--- config.mk ---
export PLATFORM = sky130hd
export DESIGN_NAME = lcd_timing_gen
export DESIGN_NICKNAME = d
export VERILOG_FILES = /design/src/rtl/lcd_timing_gen.sv
export SDC_FILE = /design/constraint.sdc
export NUM_CORES = 1
export LEC_CHECK = 0
export CAP_MARGIN = 20
export CORE_MARGIN = 4
export CORE_UTILIZATION = 44
export DETAILED_ROUTE_END_ITERATION = 8
export PLACE_DENSITY = 0.77
export REMOVE_ABC_BUFFERS = 1
export SLEW_MARGIN = 20
export SYNTH_ARGS = -nofsm -noshare
export SYNTH_HDL_FRONTEND = slang
export SYNTH_SLANG_ARGS = --single-unit
--- constraint.sdc ---
create_clock -name clk -period 2.1 [get_ports clk]
set_input_delay 0.42 -clock clk [delete_from_list [all_inputs] [get_ports clk]]
set_output_delay 0.42 -clock clk [all_outputs]
set_load 0.005 [all_outputs]
--- src/rtl/lcd_timing_gen.sv ---
// Panel timing (hsync/vsync/de), pixel coordinates and RGB generator in the pixel clock domain.
// Define LCD_TG_PATTERN_EN to build the test-pattern logic and the per-frame mode register.
module lcd_timing_gen #(
    parameter int H_ACTIVE = 1366,
    parameter int H_FP     = 30,
    parameter int H_SYNC   = 114,
    parameter int H_BP     = 30,
    parameter int V_ACTIVE = 768,
    parameter int V_FP     = 3,
    parameter int V_SYNC   = 5,
    parameter int V_BP     = 4,
    parameter bit SYNC_POL = 1'b1,
    parameter int BPC      = 6,
    parameter int CW       = 12
) (
    input  logic               clk,
    input  logic               rst_n,
    input  logic               en,
    input  logic [1:0]         mode,
    input  logic [3*BPC-1:0]   px_in,
    output logic               px_req,
    output logic               hsync,
    output logic               vsync,
    output logic               de,
    output logic [3*BPC-1:0]   rgb_out,
    output logic [CW-1:0]      pos_x,
    output logic [CW-1:0]      pos_y,
    output logic               frame_start
);

    localparam int H_TOTAL  = H_ACTIVE + H_FP + H_SYNC + H_BP;
    localparam int V_TOTAL  = V_ACTIVE + V_FP + V_SYNC + V_BP;
    localparam int HS_START = H_ACTIVE + H_FP;
    localparam int HS_END   = HS_START + H_SYNC;
    localparam int VS_START = V_ACTIVE + V_FP;
    localparam int VS_END   = VS_START + V_SYNC;
    localparam int BW       = H_ACTIVE / 8;

    typedef enum logic {
        S_IDLE = 1'b0,
        S_RUN  = 1'b1
    } state_t;

    state_t          state_q, state_d;
    logic [CW-1:0]   h_q, h_d;
    logic [CW-1:0]   v_q, v_d;

    logic            hsync_q, hsync_d;
    logic            vsync_q, vsync_d;
    logic            de_q, de_d;
    logic [3*BPC-1:0] rgb_q, rgb_d;
    logic [CW-1:0]   pos_x_q, pos_x_d;
    logic [CW-1:0]   pos_y_q, pos_y_d;
    logic            frame_start_q, frame_start_d;

    logic            running;
    logic            h_last;
    logic            v_last;
    logic            frame_last;
    logic            active;
    logic            hs_on;
    logic            vs_on;
    logic [3*BPC-1:0] pix;

    assign running    = (state_q == S_RUN);
    assign h_last     = (h_q == CW'(H_TOTAL - 1));
    assign v_last     = (v_q == CW'(V_TOTAL - 1));
    assign frame_last = h_last && v_last;
    assign active     = running && (h_q < CW'(H_ACTIVE)) && (v_q < CW'(V_ACTIVE));
    assign hs_on      = (h_q >= CW'(HS_START)) && (h_q < CW'(HS_END));
    assign vs_on      = (v_q >= CW'(VS_START)) && (v_q < CW'(VS_END));

    // A stop request only takes effect on the last cycle of a frame, so frames are never cut short.
    always_comb begin
        state_d = state_q;
        h_d     = h_q;
        v_d     = v_q;
        case (state_q)
            S_IDLE: begin
                h_d = '0;
                v_d = '0;
                if (en) begin
                    state_d = S_RUN;
                end
            end
            S_RUN: begin
                if (h_last) begin
                    h_d = '0;
                    v_d = v_last ? '0 : v_q + CW'(1);
                end else begin
                    h_d = h_q + CW'(1);
                end
                if (frame_last && !en) begin
                    state_d = S_IDLE;
                end
            end
            default: begin
                state_d = S_IDLE;
                h_d     = '0;
                v_d     = '0;
            end
        endcase
    end

    always_ff @(posedge clk or negedge rst_n) begin
        if (!rst_n) begin
            state_q <= S_IDLE;
            h_q     <= '0;
            v_q     <= '0;
        end else begin
            state_q <= state_d;
            h_q     <= h_d;
            v_q     <= v_d;
        end
    end

`ifdef LCD_TG_PATTERN_EN
    logic [1:0] mode_q, mode_d;
    logic [2:0] bar;

    // Mode is latched on every entry to pixel (0,0) so a frame never mixes two patterns.
    always_comb begin
        mode_d = mode_q;
        if ((state_q == S_IDLE && en) || (running && frame_last)) begin
            mode_d = mode;
        end

        bar = 3'd0;
        for (int k = 1; k < 8; k++) begin
            if (h_q >= CW'(k * BW)) begin
                bar = 3'(k);
            end
        end

        pix = '0;
        case (mode_q)
            2'd0:    pix = {{BPC{~bar[1]}}, {BPC{~bar[2]}}, {BPC{~bar[0]}}};
            2'd1:    pix = {(3*BPC){h_q[5] ^ v_q[5]}};
            2'd2:    pix = {3{h_q[BPC-1:0]}};
            default: pix = px_in;
        endcase
    end

    always_ff @(posedge clk or negedge rst_n) begin
        if (!rst_n) begin
            mode_q <= 2'd0;
        end else begin
            mode_q <= mode_d;
        end
    end
`else
    logic mode_unused;

    assign mode_unused = ^mode;
    assign pix         = px_in;
`endif

    always_comb begin
        hsync_d       = (running && hs_on) ? SYNC_POL : ~SYNC_POL;
        vsync_d       = (running && vs_on) ? SYNC_POL : ~SYNC_POL;
        de_d          = active;
        rgb_d         = active ? pix : '0;
        pos_x_d       = h_q;
        pos_y_d       = v_q;
        frame_start_d = running && (h_q == '0) && (v_q == '0);
    end

    always_ff @(posedge clk or negedge rst_n) begin
        if (!rst_n) begin
            hsync_q       <= ~SYNC_POL;
            vsync_q       <= ~SYNC_POL;
            de_q          <= 1'b0;
            rgb_q         <= '0;
            pos_x_q       <= '0;
            pos_y_q       <= '0;
            frame_start_q <= 1'b0;
        end else begin
            hsync_q       <= hsync_d;
            vsync_q       <= vsync_d;
            de_q          <= de_d;
            rgb_q         <= rgb_d;
            pos_x_q       <= pos_x_d;
            pos_y_q       <= pos_y_d;
            frame_start_q <= frame_start_d;
        end
    end

    assign px_req      = active;
    assign hsync       = hsync_q;
    assign vsync       = vsync_q;
    assign de          = de_q;
    assign rgb_out     = rgb_q;
    assign pos_x       = pos_x_q;
    assign pos_y       = pos_y_q;
    assign frame_start = frame_start_q;

endmodule

# [After elaboration in Yosys (flattened, before gate mapping)]
# Cells that the tools add are included.
[classes] div=0 reduce_logical=13 shifts=0 eq_ne=3 n_mux=11 n_mul=0 magnitude_cmp=6 bitwise_logic=1 addsub=2
[ops] operator="12-bit one-hot mux with 2 select lines" n=2
[ops] operator="12-bit two-way mux" n=3
[ops] operator="12-bit by 1-bit adder with 12-bit output, second input constant" n=2
[ops] operator="12-bit logical NOT" n=2
[ops] operator="12-bit by 10-bit less-than comparator with 1-bit output, second input constant" n=2
[ops] operator="12-bit by 11-bit less-than comparator with 1-bit output, second input constant" n=2
[ops] operator="18-bit two-way mux" n=1
[ops] operator="12-bit by 10-bit equality test with 1-bit output, second input constant" n=1
[ops] operator="12-bit by 11-bit equality test with 1-bit output, second input constant" n=1
[ops] operator="12-bit by 10-bit greater-or-equal comparator with 1-bit output, second input constant" n=1
[ops] operator="12-bit by 11-bit greater-or-equal comparator with 1-bit output, second input constant" n=1
[ops] operator="1-bit logical AND" n=10
[ops] operator="1-bit two-way mux" n=4
[ops] operator="2-bit by 1-bit != test with 1-bit output, second input constant" n=1
[ops] operator="1-bit one-hot mux with 2 select lines" n=1
[ops] operator="1-bit logical NOT" n=1
[ops] operator="1-bit inverter" n=1
[totals] ramBits=0 latch_bits=0 input_bits=23 mem_bits_ro=0 n_memories=0 ff_bits=71 wordCells=46 out_inout_bits=47

# [Logic depth before layout (Yosys ltp)]
# Gate-level depths: netlist of the first run.
[depth] ltp_word=5 depth_mapped=7 ltp_nobuf=5

# [Worst setup path before layout of the first run]
# Ideal clock, no wire load.
[synth_path] path_type="register to register" from="register h_q[4]" to="register v_q[9] (netlist: pos_y_d[9])" synth_period_minus_slack_ns=2.102 setup_ns=0.124 stages_incl_launch_ff=7 setup_slack_ns=-0.002 t_required_ns=1.976 arrival_ns=1.978 n_path_buf=2 path_cell_list="dfrtp_1 > buf_6 > or4_4 > or3_1 > buf_2 > and3_1 > a211o_1"
[synth_between] elab_chain_cells=2
[synth_lines] item="from (decl)" line_no="45" source="logic [CW-1:0] h_q, h_d;"
[synth_lines] item="from (signal assigned)" line_no="108" source="h_q <= '0;"
[synth_lines] item="from (signal assigned)" line_no="112" source="h_q <= h_d;"
[synth_lines] item="12-bit by 11-bit equality test with 1-bit output" line_no="66" source="assign h_last = (h_q == CW'(H_TOTAL - 1));"
[synth_lines] item="2-bit by 1-bit != test with 1-bit output (no line)"
[synth_lines] item="to (signal assigned)" line_no="113" source="v_q <= v_d;"
[synth_lines] item="to (decl)" line_no="46" source="logic [CW-1:0] v_q, v_d;"
# Every way passes these cells.
# A chain may end at the register's enable or synchronous reset.

# [Worst setup path in the final report of the first run]
[layout_path] from="register h_q[7]" to="register v_q[3] (netlist: pos_y_d[3])"
# The elaborated chain is that of the path after synthesis.

==> results of run 1 <==
==> flip-flops by register name, summed over array words and instances (netlist names) <==
name and cells:
rgb_out 18, h_q 12, pos_x 12, pos_y 12, pos_y_d 12, de 1, frame_start 1, hsync 1
running 1, vsync 1
==> cell families (layout without fill, tap and decap cells) <==
family,count (synthesis),after routing,share of synthesized area
simple gates,91,91,0.167
flops,71,71,0.632
compound gates,51,51,0.121
buf+inv,18,124,0.0271
xor+xnor,10,10,0.0312
fa+ha+maj,4,4,0.0178
mux,1,1,0.00356
==> placed cells by master (no fill, tap or decap), drive strengths merged, types with 5 or more instances in the layout <==
cell / n
dfrtp: 71
clkdlybuf4s50: 65
buf: 39
nand2: 30
a21oi: 20
nor2: 17
clkbuf: 13
nand3: 10
xor2: 8
inv: 6
nand4: 6
and3: 5
nor3: 5
o31ai: 5
or4: 5
==> area by class of cell <==
type                            instances  share of cell area
Multi-Input combinational cell        157               0.252
Inverter                                6             0.00558
Tap cell                               75              0.0233
Sequential cell                        71               0.441
Clock buffer                           13              0.0369
Clock inverter                          1             0.00745
Timing Repair Buffer                  104               0.235
==> critical path, cell delays in order, from the launching register on <==
cell	delay, ns
dfrtp_1	0.38
or4_4	0.54
or3_4	0.43
buf_6	0.14
or3_1	0.30
a31oi_1	0.17
==> power groups by stage <==
stage / combinational [mW] / sequential [mW] / clock (mW)
after detailed placement: 0.121 / 1.42 / 0
final: 0.118 / 1.39 / 1.02
after CTS: 0.121 / 1.39 / 1.04
after floorplan: 0.0136 / 1.42 / 0
after global routing: 0.132 / 1.39 / 1.11
after global placement: 0.117 / 1.41 / 0
==> routing by layer <==
layer / up-vias / global-route usage
met5: - / 0
met4: 0 / 0.123
met3: 19 / 0.0405
met2: 99 / 0.286
met1: 1114 / 0.263
li1: 1083 / -
==> per-stage QoR <==
| stage | util | cell area, um2 | TNS (ns) | power, mW |
|---|---|---|---|---|
| floorplan | - | 2760 | -4.19 | 1.43 |
| global route | 0.665 | 4030 | -0.000425 | 2.63 |
| finish | 0.665 | 4030 | 0 | 2.52 |
| detailed placement | 0.627 | 3800 | -0.133 | 1.54 |
| CTS | 0.662 | 4010 | -0.0550 | 2.55 |
| global placement | 0.627 | 3800 | -0.176 | 1.53 |
==> synth_stat cells, types with 2 or more instances <==
cell type | n | area (um2)
and2_1 | 2 | 12.5
a31oi_1 | 2 | 12.5
nand3_1 | 10 | 50.1
o21ai_0 | 3 | 15.0
inv_1 | 6 | 22.5
clkbuf_1 | 9 | 33.8
nor4_1 | 2 | 12.5
or4_4 | 2 | 22.5
o211ai_1 | 4 | 30.0
nor2_1 | 17 | 63.8
or4_1 | 3 | 22.5
o31ai_1 | 4 | 30.0
nand2_1 | 30 | 113
ha_1 | 4 | 50.1
dfrtp_1 | 71 | 1780
or3_1 | 2 | 12.5
a21oi_1 | 20 | 100
xnor2_1 | 2 | 17.5
nor3_1 | 5 | 25.0
a211o_1 | 2 | 17.5
xor2_1 | 8 | 70.1
a21boi_0 | 2 | 15.0
a21o_1 | 3 | 22.5
and3_1 | 5 | 31.3
and4_1 | 3 | 26.3
nand4_1 | 6 | 37.5
==> worst paths after layout <==
| kind | startpoint | endpoint | depth (start not counted) |
|---|---|---|---|
| worst max-delay path | h_q[7]$_DFF_PN0_ | pos_y_d[3]$_DFFE_PN0P_ | 5 |
| worst max register to register | h_q[7]$_DFF_PN0_ | pos_y_d[3]$_DFFE_PN0P_ | 5 |
| worst min-delay path | rst_n | pos_y[9]$_DFF_PN0_ | 2 |
| min in group clk | pos_y_d[4]$_DFFE_PN0P_ | pos_y[4]$_DFF_PN0_ | 0 |
| worst min register to register | pos_y_d[4]$_DFFE_PN0P_ | pos_y[4]$_DFF_PN0_ | 0 |
| max in group asynchronous | rst_n | rgb_out[10]$_DFF_PN0_ | 2 |
==> timing repair <==
item                                    4_1_cts  5_1_grt
endpoints found under the setup margin        6        6
gates resized for setup                      11        4
setup buffers                                 1        0
pin swaps                                     3        8
cloned                                        0        0
==> results.yml, run 1 <==
layout:
  seq_area_um2: 1780
  multi_input_comb_area_um2: 1010
  fillers: 463
  antennaDiodeCount: 0
  final_cells: 427
  area_growth_pct: 43.4
  drive_above_1_share: 0.173
  final_nets: 376
routing:
  dr_wl_met3_um: 493
  drtAntennaViolNets: 0
  routedWlPerCell_um: 16.4
  wl_met2_um: 3300
  highest_layer: "met4"
  vias: 2315
  via_per_inst: 5.42
  drt_iter0_drc: 125
  drt_pass1_iterations: 4
  routed_wl_um: 6990
  drc: 0
  m1WireLength_um: 2980
flow_run:
  maxCapViolCount: 0
critical_path:
  crit_path_end_kind: "flop"
  critPathKind: "flop to flop"
  crit_arrival_ns: 2.30
  startpoint_type: "flop"
  required_ns: 2.35
  cp_max_fo: 4
  ff2ff_setup_slack_ns: 0.05
timing:
  tightest_slew_ns: 0.594
  clock.fmax_ghz: 0.488
  finalCriticalPeriod_ns: 2.05
  fin_hold_ws_ns: 0.0777
  final_hold_viol_count: 0
  slew-limit-headroom: 0.599
  finClkSkew_ns: 0.0113
  slew_viol_final: 0
  worst_slack_ns: 0.0487
  setup_viol: 0
  post-route-period-util: 0.977
  rsz0062_at_grt: "true"
power:
  power_frac_clock: 0.403
  p_int_mw: 2.02
  total_leakage_power_nw: 1.88
  power_frac_comb: 0.047
  power_switching_mw: 0.499
  irDropWorstVdd_v: 0.000379
  switching_share: 0.198
  power_frac_seq: 0.551
  cellPowerDensity_nw_per_um2: 626
clocking:
  clock_sinks: 71
  cts_buffer_depth: 2
  holdBufCountCts: 0
  cts_max_level: 3
  path_clk_slew_ns: 0.06
  cts_made_buffers: 9
  root_buffer: "clkbuf_8"
  clock_latency_ns: 0.34
  cts_tree: "done"
yosys:
  yosysUniqueCellTypes: 45
  yosysSeqAreaShare: 0.632
  avgSynthCellArea_um2: 11.4
  synth-warning-count: 0
  netlist_area_um2: 2810
  synth_edf_count: 0
  synthFlopType: "dfrtp_1"
  synthArstFlopShare: 1.00
  synth_cells: 246
  ys_ff_latch: 71
global_route:
  grt_pass1_vias: 2363
  grt.total_usage: 0.195
  grt_overflow: 0
  grt_max_degree: 47
  grt_pass1_wl_um: 11500
  antenna_found_initial: 0
place:
  dp_slack_ns: -0.122
  port-buffer-count: 67
  globalplace.congestion: 0.858
  dp_cells: 412
  post-dp-hpwl_um: 4760
floorplan:
  die_x_um: 87.9
  start_util: 0.464
  die_h_um: 87.9
  core_area_um2: 6060
  die_area_um2: 7730
  core.rowCount: 28
  io_pins: 70
outcome:
  status: "finished, final reports clean"
worst_hold_path:
  min_path_type: "input pin to asynchronous set/reset pin"
Power figures use the tool's default switching activity.
==> inputs of run 2 (changes only) <==
- PLACE_DENSITY: 0.77 -> 0.8
==> run 2 against run 1 <==
Combinational power about the same. Sequential share of layout area down 0.58 points. Largest power group unchanged. Power up 5.7%.
==> results.yml, run 2 (synthesis results as in run 1) <==
outcome:
  status: "finished, final reports clean"
power:
  total_leakage_power_nw: 1.91
  power_frac_comb: 0.045
  power_frac_clock: 0.434
  cellPowerDensity_nw_per_um2: 652
  power_frac_seq: 0.521
  power_switching_mw: 0.520
  irDropWorstVdd_v: 0.000365
  switching_share: 0.195
  p_int_mw: 2.15
routing:
  routed_wl_um: 6840
  routedWlPerCell_um: 15.9
  vias: 2292
  drt_iter0_drc: 152
  drc: 0
  drt_pass1_iterations: 4
  drtAntennaViolNets: 0
  via_per_inst: 5.33
timing:
  slew_viol_final: 0
  fin_hold_ws_ns: 0.0667
  post-route-period-util: 0.978
  tightest_slew_ns: 0.435
  finClkSkew_ns: 0.00840
  finalCriticalPeriod_ns: 2.05
  clock.fmax_ghz: 0.487
  tns_ns: 0
  setup_viol: 0
  slew-limit-headroom: 0.706
  final_hold_viol_count: 0
critical_path:
  required_ns: 2.34
  worst_r2r_path_depth: 6
  startpoint_type: "flop"
  cp_max_fo: 5
  ff2ff_setup_slack_ns: 0.05
  r2r_end: "pos_y_d[5]$_DFFE_PN0P_"
  crit_arrival_ns: 2.30
  critPathKind: "flop to flop"
  crit_path_end_kind: "flop"
  r2r-start: "h_q[2]$_DFF_PN0_"
global_route:
  grt_overflow: 0
  antenna_found_initial: 0
  grt.total_usage: 0.188
  grt_pass1_vias: 2297
  grt_pass1_wl_um: 11000
  grt_max_degree: 72
floorplan:
  io_pins: 70
  die_h_um: 87.9
  die_x_um: 87.9
  core_area_um2: 6060
  die_area_um2: 7730
  start_util: 0.464
  core.rowCount: 28
layout:
  final_nets: 378
  area_growth_pct: 45.3
  final_cells: 430
  drive_above_1_share: 0.177
  final_common_cell: "dfrtp_1"
  largest_reg_flops: 18
  final_cell_mix: "71 x dfrtp_1, 65 x clkdlybuf4s50_1, 35 x buf_4"
  antennaDiodeCount: 0
  fin_area_um2: 4090
worst_hold_path:
  min_path_type: "input pin to asynchronous set/reset pin"
clocking:
  clock_sinks: 71
  clock_latency_ns: 0.34
  path_clk_slew_ns: 0.06
  cts_buffer_depth: 2
  cts_made_buffers: 9
  holdBufCountCts: 0
  root_buffer: "clkbuf_8"
  cts_tree: "done"
  cts_max_level: 3
place:
  globalplace.congestion: 0.845
  dp_cells: 409
  port-buffer-count: 67
  post-dp-hpwl_um: 4650
  placed_cell_area_um2: 3790
flow_run:
  maxCapViolCount: 0
[run 2: cell types whose count changed in the layout (fill, tap and decap cells not counted), sizes merged]
cell    before  now
buf         39   41
clkbuf      13   11
clkinv       0    2
bufinv       1    2
[run 2: worst max path at each step]
stage | from | to
floorplan | h_q[8]$_DFF_PN0_ | px_req
global placement | pos_y_d[9]$_DFFE_PN0P_ | px_req
detailed placement | pos_y_d[9]$_DFFE_PN0P_ | px_req
CTS | h_q[2]$_DFF_PN0_ | pos_y_d[11]$_DFFE_PN0P_
global route | h_q[2]$_DFF_PN0_ | pos_y_d[7]$_DFFE_PN0P_
finish | h_q[2]$_DFF_PN0_ | pos_y_d[5]$_DFFE_PN0P_
[run 2: metrics by stage]
step	setup WS (ns)	power, mW	utilization
after floorplan	-0.587	1.43	-
after global placement	-0.132	1.53	0.626
after detailed placement	-0.101	1.54	0.626
after CTS	0.00796	2.69	0.665
after global routing	-0.0159	2.78	0.674
final	0.0465	2.67	0.674
[run 2: power by group through the flow]
stage | Combinational (mW) | Sequential, mW | Clock [mW]
final | 0.120 | 1.39 | 1.16
after global routing | 0.134 | 1.39 | 1.25
after CTS | 0.123 | 1.39 | 1.18
after detailed placement | 0.122 | 1.42 | 0
after global placement | 0.119 | 1.41 | 0
after floorplan | 0.0136 | 1.42 | 0
[run 2: critical path: stages (launching register included)]
cell     delay, ns
dfrtp_1       0.39
buf_6         0.13
or4_4         0.41
buf_4         0.16
o31ai_4       0.33
nand2_1       0.24
o31ai_1       0.29
[run 2: cell type report]
cell class	count	area, um2
flip-flops and latches	71	1780
fillers	427	1970
clock buffers	11	141
repair buffers	106	977
well taps	75	93.8
inverters	6	22.5
multi-input cells	157	1000
clock inverters	4	70.1
[run 2: routing by layer]
metal  GRT usage  up-vias  part of all wire
met5           0        -                 0
met4      0.0809        0             0.012
met3      0.0499        7             0.073
met2       0.295       88              0.48
met1       0.246     1105              0.43
li1            -     1092                 -
[run 2: timing repair]
item / in CTS / in global routing
setup endpoints to repair: 8 / 8
resized for setup: 9 / 4
setup buffers: 1 / 5
pin swaps: 1 / 6
